## src/rtl/eforth1_pkg.sv

```systemverilog
// eforth1_pkg: shared types and constants for the eForth line-input front end.
//   tib_sts  - state encoding of the terminal-input-buffer (ACCEPT) FSM
//   ASCII    - control characters recognised by the line editor
//   helpers  - byte classifiers used by the FSM and the echo loader
package eforth1_pkg;

    typedef enum logic [2:0] {
        ACC,    // waiting for a received byte
        WR,     // writing a character into the buffer
        ECH,    // draining the echo sequencer
        TRM,    // writing the 0x00 line terminator
        RUN     // line handed to the outer interpreter
    } tib_sts;

    localparam logic [7:0] BS  = 8'h08;
    localparam logic [7:0] DEL = 8'h7F;
    localparam logic [7:0] TAB = 8'h09;
    localparam logic [7:0] LF  = 8'h0A;
    localparam logic [7:0] CR  = 8'h0D;
    localparam logic [7:0] SPC = 8'h20;
    localparam logic [7:0] BEL = 8'h07;

    // Characters that go into the buffer (TAB is stored as a space).
    function automatic logic is_char(input logic [7:0] b);
        return ((b >= SPC) && (b <= 8'h7E)) || (b == TAB);
    endfunction

    function automatic logic is_rub(input logic [7:0] b);
        return (b == BS) || (b == DEL);
    endfunction

    function automatic logic is_eol(input logic [7:0] b);
        return (b == CR) || (b == LF);
    endfunction

endpackage

```

## src/rtl/tib_echo.sv

```systemverilog
// tib_echo: up to three-byte echo sequencer feeding the UART transmitter.
//   clk, rst           clock, asynchronous active-low reset
//   load               load a new sequence (only issued while idle)
//   load_n             number of bytes in the sequence (1..3)
//   load_b0..load_b2   bytes, sent in that order
//   tx_vld / tx_dat    echo byte valid / data, held stable until tx_rdy
//   tx_rdy             transmitter ready
//   last               the byte currently offered is the final one
module tib_echo (
    input  logic       clk,
    input  logic       rst,
    input  logic       load,
    input  logic [1:0] load_n,
    input  logic [7:0] load_b0,
    input  logic [7:0] load_b1,
    input  logic [7:0] load_b2,
    output logic       tx_vld,
    output logic [7:0] tx_dat,
    input  logic       tx_rdy,
    output logic       last
);

    logic [1:0] cnt;
    logic [7:0] b1_q;
    logic [7:0] b2_q;

    // NOTE: state registers use non-blocking assignments so every flop
    // samples pre-edge values, independent of statement order.
    always_ff @(posedge clk or negedge rst) begin
        if (!rst) begin
            cnt    <= 2'd0;
            tx_dat <= 8'h00;
            b1_q   <= 8'h00;
            b2_q   <= 8'h00;
        end else if (load) begin
            cnt    <= load_n;
            tx_dat <= load_b0;
            b1_q   <= load_b1;
            b2_q   <= load_b2;
        end else if (tx_vld && tx_rdy) begin
            cnt <= cnt - 2'd1;
            // Keep the last byte on tx_dat once the sequence is drained.
            if (cnt > 2'd1) begin
                tx_dat <= b1_q;
                b1_q   <= b2_q;
            end
        end
    end

    assign tx_vld = (cnt != 2'd0);
    assign last   = (cnt == 2'd1);

endmodule

```

## src/rtl/tib_accept.sv

```systemverilog
// tib_accept: eForth ACCEPT in hardware. Receives bytes from the UART,
// applies line editing (backspace, tab, overflow bell), echoes them, stores
// the line in the terminal input buffer and terminates it with 0x00. The
// finished line is signalled on go until the outer interpreter pulses done.
//   clk, rst        clock, asynchronous active-low reset
//   rx_vld/rx_dat   received byte, accepted when rx_vld & rx_rdy
//   rx_rdy          ready for a byte (only in ACC)
//   tx_vld/tx_dat   echo byte to the UART transmitter, tx_rdy handshake
//   mb_own          this block drives the memory bus (arbiter select)
//   mb_we/mb_ai/mb_vi  memory write enable, address, write data
//   go              line complete; drives the outer interpreter enable
//   done            outer interpreter consumed the line (1-cycle pulse)
//   len             characters currently in the buffer
//   ovf             sticky: a character was dropped on a full buffer
module tib_accept
    import eforth1_pkg::*;
#(
    parameter int TIB    = 'h0,
    parameter int TIB_SZ = 80,
    parameter int MSZ    = 8,
    parameter int ASZ    = 17
) (
    input  logic           clk,
    input  logic           rst,
    input  logic           rx_vld,
    input  logic [7:0]     rx_dat,
    output logic           rx_rdy,
    output logic           tx_vld,
    output logic [7:0]     tx_dat,
    input  logic           tx_rdy,
    output logic           mb_own,
    output logic           mb_we,
    output logic [ASZ-1:0] mb_ai,
    output logic [MSZ-1:0] mb_vi,
    output logic           go,
    input  logic           done,
    output logic [6:0]     len,
    output logic           ovf
);

    // Last writable character slot; the slot after it is kept for 0x00.
    localparam logic [6:0] PTR_MAX = 7'(TIB_SZ - 1);

    tib_sts     st;
    logic [6:0] ptr;
    logic [7:0] byte_q;
    logic       from_trm;

    logic       hs;
    logic [7:0] rx_ch;
    logic       room;
    logic [ASZ-1:0] tib_addr;

    logic       ech_load;
    logic [1:0] ech_n;
    logic [7:0] ech_b0;
    logic [7:0] ech_b1;
    logic [7:0] ech_b2;
    logic       ech_last;
    logic       echo_done;

    assign hs        = rx_vld && rx_rdy;
    assign rx_ch     = (rx_dat == TAB) ? SPC : rx_dat;
    assign room      = (ptr < PTR_MAX);
    assign tib_addr  = ASZ'(TIB) + ASZ'(ptr);
    assign echo_done = tx_vld && tx_rdy && ech_last;
    assign len       = ptr;

    // Echo sequence selection; loads on the same edge the FSM enters ECH.
    always_comb begin
        // NOTE: every output gets a default first so no latch is inferred.
        ech_load = 1'b0;
        ech_n    = 2'd1;
        ech_b0   = 8'h00;
        ech_b1   = 8'h00;
        ech_b2   = 8'h00;
        case (st)
            ACC: begin
                if (hs) begin
                    if (is_char(rx_dat)) begin
                        if (!room) begin
                            ech_load = 1'b1;
                            ech_b0   = BEL;
                        end
                    end else if (is_rub(rx_dat)) begin
                        if (ptr != 7'd0) begin
                            ech_load = 1'b1;
                            ech_n    = 2'd3;
                            ech_b0   = BS;
                            ech_b1   = SPC;
                            ech_b2   = BS;
                        end
                    end else if (is_eol(rx_dat)) begin
                        if (ptr == 7'd0) begin
                            ech_load = 1'b1;
                            ech_n    = 2'd2;
                            ech_b0   = CR;
                            ech_b1   = LF;
                        end
                    end
                end
            end
            WR: begin
                ech_load = 1'b1;
                ech_b0   = byte_q;
            end
            TRM: begin
                ech_load = 1'b1;
                ech_n    = 2'd2;
                ech_b0   = CR;
                ech_b1   = LF;
            end
            default: ;
        endcase
    end

    tib_echo u_echo (
        .clk     (clk),
        .rst     (rst),
        .load    (ech_load),
        .load_n  (ech_n),
        .load_b0 (ech_b0),
        .load_b1 (ech_b1),
        .load_b2 (ech_b2),
        .tx_vld  (tx_vld),
        .tx_dat  (tx_dat),
        .tx_rdy  (tx_rdy),
        .last    (ech_last)
    );

    // Main FSM. Bus outputs are registered on the edge entering WR/TRM so
    // the write cycle coincides with the WR/TRM state.
    always_ff @(posedge clk or negedge rst) begin
        if (!rst) begin
            st       <= ACC;
            ptr      <= 7'd0;
            byte_q   <= 8'h00;
            from_trm <= 1'b0;
            rx_rdy   <= 1'b0;
            mb_own   <= 1'b1;
            mb_we    <= 1'b0;
            mb_ai    <= ASZ'(TIB);
            mb_vi    <= '0;
            go       <= 1'b0;
            ovf      <= 1'b0;
        end else begin
            mb_we <= 1'b0;
            case (st)
                ACC: begin
                    rx_rdy <= 1'b1;
                    if (hs) begin
                        if (is_char(rx_dat)) begin
                            rx_rdy <= 1'b0;
                            if (room) begin
                                mb_we  <= 1'b1;
                                mb_ai  <= tib_addr;
                                mb_vi  <= MSZ'(rx_ch);
                                byte_q <= rx_ch;
                                st     <= WR;
                            end else begin
                                ovf      <= 1'b1;
                                from_trm <= 1'b0;
                                st       <= ECH;
                            end
                        end else if (is_rub(rx_dat)) begin
                            if (ptr != 7'd0) begin
                                ptr      <= ptr - 7'd1;
                                from_trm <= 1'b0;
                                rx_rdy   <= 1'b0;
                                st       <= ECH;
                            end
                        end else if (is_eol(rx_dat)) begin
                            rx_rdy <= 1'b0;
                            if (ptr != 7'd0) begin
                                mb_we <= 1'b1;
                                mb_ai <= tib_addr;
                                mb_vi <= '0;
                                st    <= TRM;
                            end else begin
                                from_trm <= 1'b0;
                                st       <= ECH;
                            end
                        end
                    end
                end
                WR: begin
                    ptr      <= ptr + 7'd1;
                    from_trm <= 1'b0;
                    st       <= ECH;
                end
                TRM: begin
                    from_trm <= 1'b1;
                    st       <= ECH;
                end
                ECH: begin
                    if (echo_done) begin
                        if (from_trm) begin
                            go     <= 1'b1;
                            mb_own <= 1'b0;
                            st     <= RUN;
                        end else begin
                            rx_rdy <= 1'b1;
                            st     <= ACC;
                        end
                    end
                end
                RUN: begin
                    if (done) begin
                        go     <= 1'b0;
                        ptr    <= 7'd0;
                        ovf    <= 1'b0;
                        mb_own <= 1'b1;
                        rx_rdy <= 1'b1;
                        st     <= ACC;
                    end
                end
                default: st <= ACC;
            endcase
        end
    end

endmodule

```

## config.mk

```make
export PLATFORM = sky130hd
export DESIGN_NAME = tib_accept
export DESIGN_NICKNAME = d
export VERILOG_FILES = /design/src/rtl/eforth1_pkg.sv /design/src/rtl/tib_echo.sv /design/src/rtl/tib_accept.sv
export SDC_FILE = /design/constraint.sdc
export NUM_CORES = 1
export LEC_CHECK = 0
export CORE_UTILIZATION = 51
export CTS_CLUSTER_DIAMETER = 60
export DETAILED_ROUTE_END_ITERATION = 10
export GPL_ROUTABILITY_DRIVEN = 0
export PLACE_DENSITY = 0.8
export SETUP_SLACK_MARGIN = 0.02
export SLEW_MARGIN = 20
export SYNTH_ARGS = -nofsm -noshare
export SYNTH_HDL_FRONTEND = slang
export SYNTH_SLANG_ARGS = --single-unit
```

## constraint.sdc

```tcl
create_clock -name clk -period 3.4 [get_ports clk]
set_input_delay 1.02 -clock clk [delete_from_list [all_inputs] [get_ports clk]]
set_output_delay 1.02 -clock clk [all_outputs]
set_load 0.01 [all_outputs]
```

==> results.cfg, run 1 <==
[status]
status = finished clean

[clock_tree]
clk_latency_ns = 0.30
ctsHtreeMaxLevel = 2
cts_sinks = 53
ctsResizeCount = 0
cts_tree = built
clkSlewWorstSetupHoldPaths_ns = 0.09
cts_buffers = 5
cts-root-buf = clkbuf_8
clk_path_buf_depth = 2
hold_buffers = 0
post-cts-setup-buffer-count = 0

[floorplanning]
rows = 26
die_area_mm2 = 0.00577
initial_utilization_pct = 53.9
die_x_um = 75.9
fp.dieH_um = 75.9
io_pins = 59
core_mm2 = 0.00517

[pwr]
p_sw_uw = 889
irDropWorstVdd_mv = 0.607
totalPowerFinal_mw = 2.61
p_seq_share_pct = 38.3
pwr-share-clk_pct = 19.1
comb_power_share_pct = 42.6
p_int_mw = 1.72
p_per_area_mw_per_mm2 = 728
p_leak_nw = 1.69
swShare_pct = 34.0

[setup_path]
crit_fanout = 4
required_ns = 3.60
cp-end-kind = register
start_kind = primary input
worstSetupPathType = in -> reg
worstPathArrival_ns = 3.41

[sta]
hold_violations = 0
slew_headroom_pct = 55.0
slew_violations = 0
period_needed_ns = 3.21
timing.final.crit_share_pct = 94.4
rsz0062_at_grt = false
tightest_slew_ns = 0.675
setup_tns_ns = 0
fmax_ghz = 0.312
setup_viol = 0
fin_skew_ns = 0.00591
hold_ws_ns = 0.486

[detailed_routing]
routedWlPerCell_um = 15.4
vias = 2390
drcViolationCount = 0
viasPerCell = 5.64
drtPass1Iterations = 4
drt_iter0_markers = 158
drt-total-wl_um = 6530
ant_nets = 0

[global_route]
overflow = 0
grt_pass1_vias = 2358
grt_pass1_wl_um = 11100
antenna_found_initial = 0
grt_max_degree = 54
gr-usage-all-layers_pct = 23.7

[place]
port_buffers = 48
numPlacedInstances = 416
dpl-instance-area_mm2 = 0.00345
dp_hpwl_um = 4650

[yosys]
synth-compound-area-share_pct = 19.2
syn-cell-area_mm2 = 0.00279
synth_area_leaders = dfrtp_1, nand2_1, ha_1
synth_top_family_by_area = compound AO/OA/AOI/OAI gates
ys_seq_area_share_pct = 47.6
async_flop_share_pct = 100
yosysWarnings = 0
syn_avg_cell_area_um2 = 9.82
muxShareOfSynthArea_pct = 3.01
postSynthCellCount = 284
yosys.area.top_type = dfrtp_1
synth-edff-count = 0
synth_cell_types = 58
ys_seq_elements = 53
synth_top_area_share_pct = 46.7
synth-main-ff-cell = dfrtp_1
synthXorXnorAreaFrac_pct = 0.943
synth-simple-area-share_pct = 19.1
synth_fa_ha_area_share_pct = 3.86

[cells_and_area]
antenna_cells = 0
nNetsFinal = 374
drive_above_1_share_pct = 14.7
fin_area_mm2 = 0.00359
area_delta_synth_final_pct = 28.7
finalNonFillerCells = 424
final.fill_count = 414

[hold_path]
hp-class = reg -> reg

[flow_run]
cap_viol_max_count = 0
-- power by group through the flow --
stage	Combinational, mW	Sequential (mW)	Clock, mW
after global placement	1.06	1.00	0
after detailed placement	1.10	1.01	0
after CTS	1.11	0.999	0.504
after global routing	1.22	1.03	0.526
final	1.11	1.00	0.498
after floorplan	0.559	1.04	0
-- cell families after synthesis --
family	count (synthesis)
other	1
adders and majority gates	8
xor gates and xnor gates	3
buffers and inverters	34
muxes	8
DFF	53
AOI/OAI and AO/OA	74
and+or+nand+nor	103
-- cell usage after synthesis (3+ instances only) --
library cell	n
nor3_1	3
buf_4	11
inv_1	15
nor2b_1	4
a22o_1	9
nor3b_1	6
nand3_1	5
mux2i_1	5
dfrtp_1	52
a21o_1	4
mux2_2	3
clkbuf_1	6
ha_1	7
o211ai_1	3
and2_1	4
o21ai_0	17
o21a_1	3
o31ai_1	4
a211o_1	3
nand2_1	43
or2_2	3
a21oi_1	11
nor2_1	18
-- state kept, by name, summed over array words and instances, names as in the netlist --
signal and flops:
byte_q 8, u_echo.tx_dat 8, len 7, mb_we 1, st 3, u_echo.cnt 2, from_trm 1, mb_own 1
rx_rdy 1, u_echo.b1_q 3, mb_vi 8, mb_ai 7, go 1, u_echo.b2_q 1, ovf 1
-- worst max-delay path: stages --
cell	delay, ns
clkdlybuf4s50_1	0.44
or4b_4	0.56
or4b_4	0.54
nand3_1	0.10
o21ai_0	0.21
or2_1	0.29
a211o_1	0.25
-- cell usage in the layout (no fill, tap or decap), types with 5 or more instances in the layout --
cell / instances
dfrtp_1: 52
clkdlybuf4s50_1: 47
nand2_1: 43
buf_4: 24
nor2_1: 18
o21ai_0: 17
inv_1: 15
a21oi_1: 11
conb_1: 10
a22o_1: 9
ha_1: 7
nand3_1: 5
nor3b_1: 5
mux2i_1: 5
clkbuf_8: 5
-- area by class of cell --
type / instances / area [um^2] / share of cell area [%]
clock buffer: 5 / 68.8 / 1.92
clock inverter: 3 / 65.1 / 1.81
inverter: 15 / 56.3 / 1.57
multi-input combinational: 206 / 1330 / 37.0
sequential: 53 / 1330 / 37.0
tap: 70 / 87.6 / 2.44
timing repair buffer: 72 / 656 / 18.3
-- final timing paths --
path | cells past startpoint | slack (ns) | to | startpoint
max in group asynchronous | 2 | 2.13 | byte_q[6] | rst
worst min register to register | 1 | 0.49 | mb_vi[5] | mb_vi[5]
worst min-delay path | 1 | 0.49 | mb_vi[5] | mb_vi[5]
worst max register to register | 8 | 0.21 | len[6] | st[2]
min in group asynchronous | 2 | 0.83 | go | rst
worst max-delay path | 7 | 0.19 | u_echo.tx_dat[1] | rx_dat[5]
-- layer usage --
metal  global-route usage [%]  vias up  part of all wire (%)
li1                         -     1126                     -
met1                     31.5     1153                    46
met2                     37.8       94                    47
met3                     4.46       17                   4.8
met4                     10.4        0                   2.5
met5                        0        -                     0
-- metrics by stage --
step,utilization (%),setup slack [ns]
after floorplan,-,0.442
after global placement,66.7,-0.0209
after detailed placement,66.7,-0.0999
after CTS,69.3,0.198
after global routing,69.4,0.107
final,69.4,0.191
No activity file was read; power rests on OpenSTA's default activity.
==> inputs of run 2 (changes only) <==
==> constraint.sdc (replaced) <==
create_clock -name clk -period 3.3 [get_ports clk]
set_input_delay 0.99 -clock clk [delete_from_list [all_inputs] [get_ports clk]]
set_output_delay 0.99 -clock clk [all_outputs]
set_load 0.1 [all_outputs]
==> run 2 against run 1 <==
Compared with the run above: total power rose by 40%; clock-buffer cell count did not move; core utilization fell by 2.0 points; first-iteration DRC count rose by 10%; routed wire length fell by 0.34%; clock power fell by 14%; cell count did not move; critical endpoint is now len[6]; die area did not move; non-clock buffer count rose by 1; critical path type unchanged.
==> results.cfg, run 2 (synthesis gave the netlist of run 1 again) <==
[sta]
timing.final.crit_share_pct = 95.2
hold_violations = 0
setup_viol = 0
setup_ws_ns = 0.158
fmax_ghz = 0.318
period_needed_ns = 3.14
rsz0062_at_grt = false
setup_tns_ns = 0
fin_skew_ns = 0.00412
slew_violations = 0

[detailed_routing]
ant_nets = 0
drt-total-wl_um = 6510
wl_met1_um = 2960
drcViolationCount = 0
highest_layer = met4
drtPass1Iterations = 4
wl_met2_um = 3130
vias = 2386
route.met3.wl_um = 267
drt_iter0_markers = 174
viasPerCell = 5.63
routedWlPerCell_um = 15.3

[clock_tree]
cts_tree = built
cts_buffers = 5
ctsHtreeMaxLevel = 2
cts-root-buf = clkbuf_8
cts_sinks = 53
clk_latency_ns = 0.31
post-cts-setup-buffer-count = 0
ctsResizeCount = 0
hold_buffers = 0
clk_path_buf_depth = 2
clkSlewWorstSetupHoldPaths_ns = 0.09

[pwr]
irDropWorstVdd_mv = 0.991
p_leak_nw = 1.73
p_per_area_mw_per_mm2 = 1050

[setup_path]
worstPathArrival_ns = 3.35
cp-end-kind = register
crit_fanout = 3
rr_worst_depth = 8
worstSetupPathType = in -> reg
required_ns = 3.51
r2r_slack_ns = 0.22
r2r_end = len[6]
start_kind = primary input
rr_startpoint = st[0]

[floorplanning]
fp.dieH_um = 75.9
rows = 26
core_mm2 = 0.00517
io_pins = 59
die_area_mm2 = 0.00577
die_x_um = 75.9
initial_utilization_pct = 53.9

[cells_and_area]
drive_above_1_share_pct = 24.6
nNetsFinal = 375
finish.utilization_pct = 67.3
reg.largest.list = byte_q (8), mb_vi (8), u_echo.tx_dat (8)
antenna_cells = 0
layout_commonest_cell = buf_4
layout_common_cells = buf_4, dfrtp_1, nand2_1
area_delta_synth_final_pct = 25.0
fin_area_mm2 = 0.00348

[place]
dpl-instance-area_mm2 = 0.00338
place_ws_ns = -0.141
dp_hpwl_um = 4660
port_buffers = 48

[global_route]
grt_pass1_wl_um = 11300
gr-usage-all-layers_pct = 24.9
overflow = 0
antenna_found_initial = 0
grt_pass1_vias = 2341
grt_max_degree = 54

[flow_run]
cap_viol_max_count = 0

[hold_path]
hold_path.startpoint = mb_vi[5]
hp-class = reg -> reg
min_path_cells = 1
holdPathEnd = mb_vi[5]

[status]
status = finished clean
run 2: cell types whose count changed in the layout (fill, tap and decap cells not counted), sizes merged:
| cell | previous run | this run |
|---|---|---|
| clkdlybuf4s50 | 47 | 11 |
| buf | 25 | 62 |
| bufinv | 2 | 1 |
run 2: area by class of cell:
| type | instances | area, um^2 |
|---|---|---|
| Fill cell | 433 | 1690 |
| Inverter | 15 | 56.3 |
| Multi-Input combinational cell | 206 | 1320 |
| Sequential cell | 53 | 1330 |
| Clock inverter | 2 | 35.0 |
| Timing Repair Buffer | 73 | 586 |
| Clock buffer | 5 | 68.8 |
| Tap cell | 70 | 87.6 |
run 2: worst max-delay path, stage by stage:
cell and delay (ns):
clkdlybuf4s50_1 0.42, or4b_4 0.56, or4b_4 0.54, nand2_4 0.12, a31oi_4 0.09, or4b_1 0.52
o311ai_1 0.10
run 2: worst max-delay path by stage:
stage / start / end / slack, ns / depth (start not counted)
finish: rx_dat[5] / len[6] / 0.16 / 7
global route: st[0] / len[6] / 0.06 / 8
CTS: rx_dat[5] / len[6] / 0.17 / 7
detailed placement: rx_dat[5] / len[6] / -0.14 / 7
global placement: rx_dat[5] / u_echo.tx_dat[1] / -0.11 / 7
floorplan: rx_dat[5] / len[6] / 0.37 / 6
run 2: routing by layer:
| metal | vias to the layer above | track usage [%] |
|---|---|---|
| met4 | 0 | 11.0 |
| met3 | 15 | 3.49 |
| met1 | 1168 | 34.2 |
| met2 | 74 | 39.5 |
| li1 | 1129 | - |
| met5 | - | 0 |
run 2: power breakdown:
part	internal (mW)	total [mW]	switching, mW
combinational	0.558	2.20	1.64
clock	0.221	0.428	0.207
sequential	0.859	1.03	0.169
total	1.64	3.65	2.02
run 2: metrics by stage:
step	hold slack, ns	total power, mW	instances
4_1_cts	0.491	3.67	424
5_1_grt	0.507	3.84	424
3_3_place_gp	0.460	3.17	417
2_1_floorplan	0.438	2.73	293
3_5_place_dp	0.468	3.22	417
6_report	0.489	3.65	424
==> inputs of run 3 (changes only) <==
--- a/config.mk
+++ b/config.mk
@@ -5,6 +5,7 @@
 export SDC_FILE = /design/constraint.sdc
 export NUM_CORES = 1
 export LEC_CHECK = 0
+export CAP_MARGIN = 20
 export CORE_UTILIZATION = 51
 export CTS_CLUSTER_DIAMETER = 60
 export DETAILED_ROUTE_END_ITERATION = 10
==> results of run 3 <==
Final layout, timing and power as in run 2 (identical DEF).
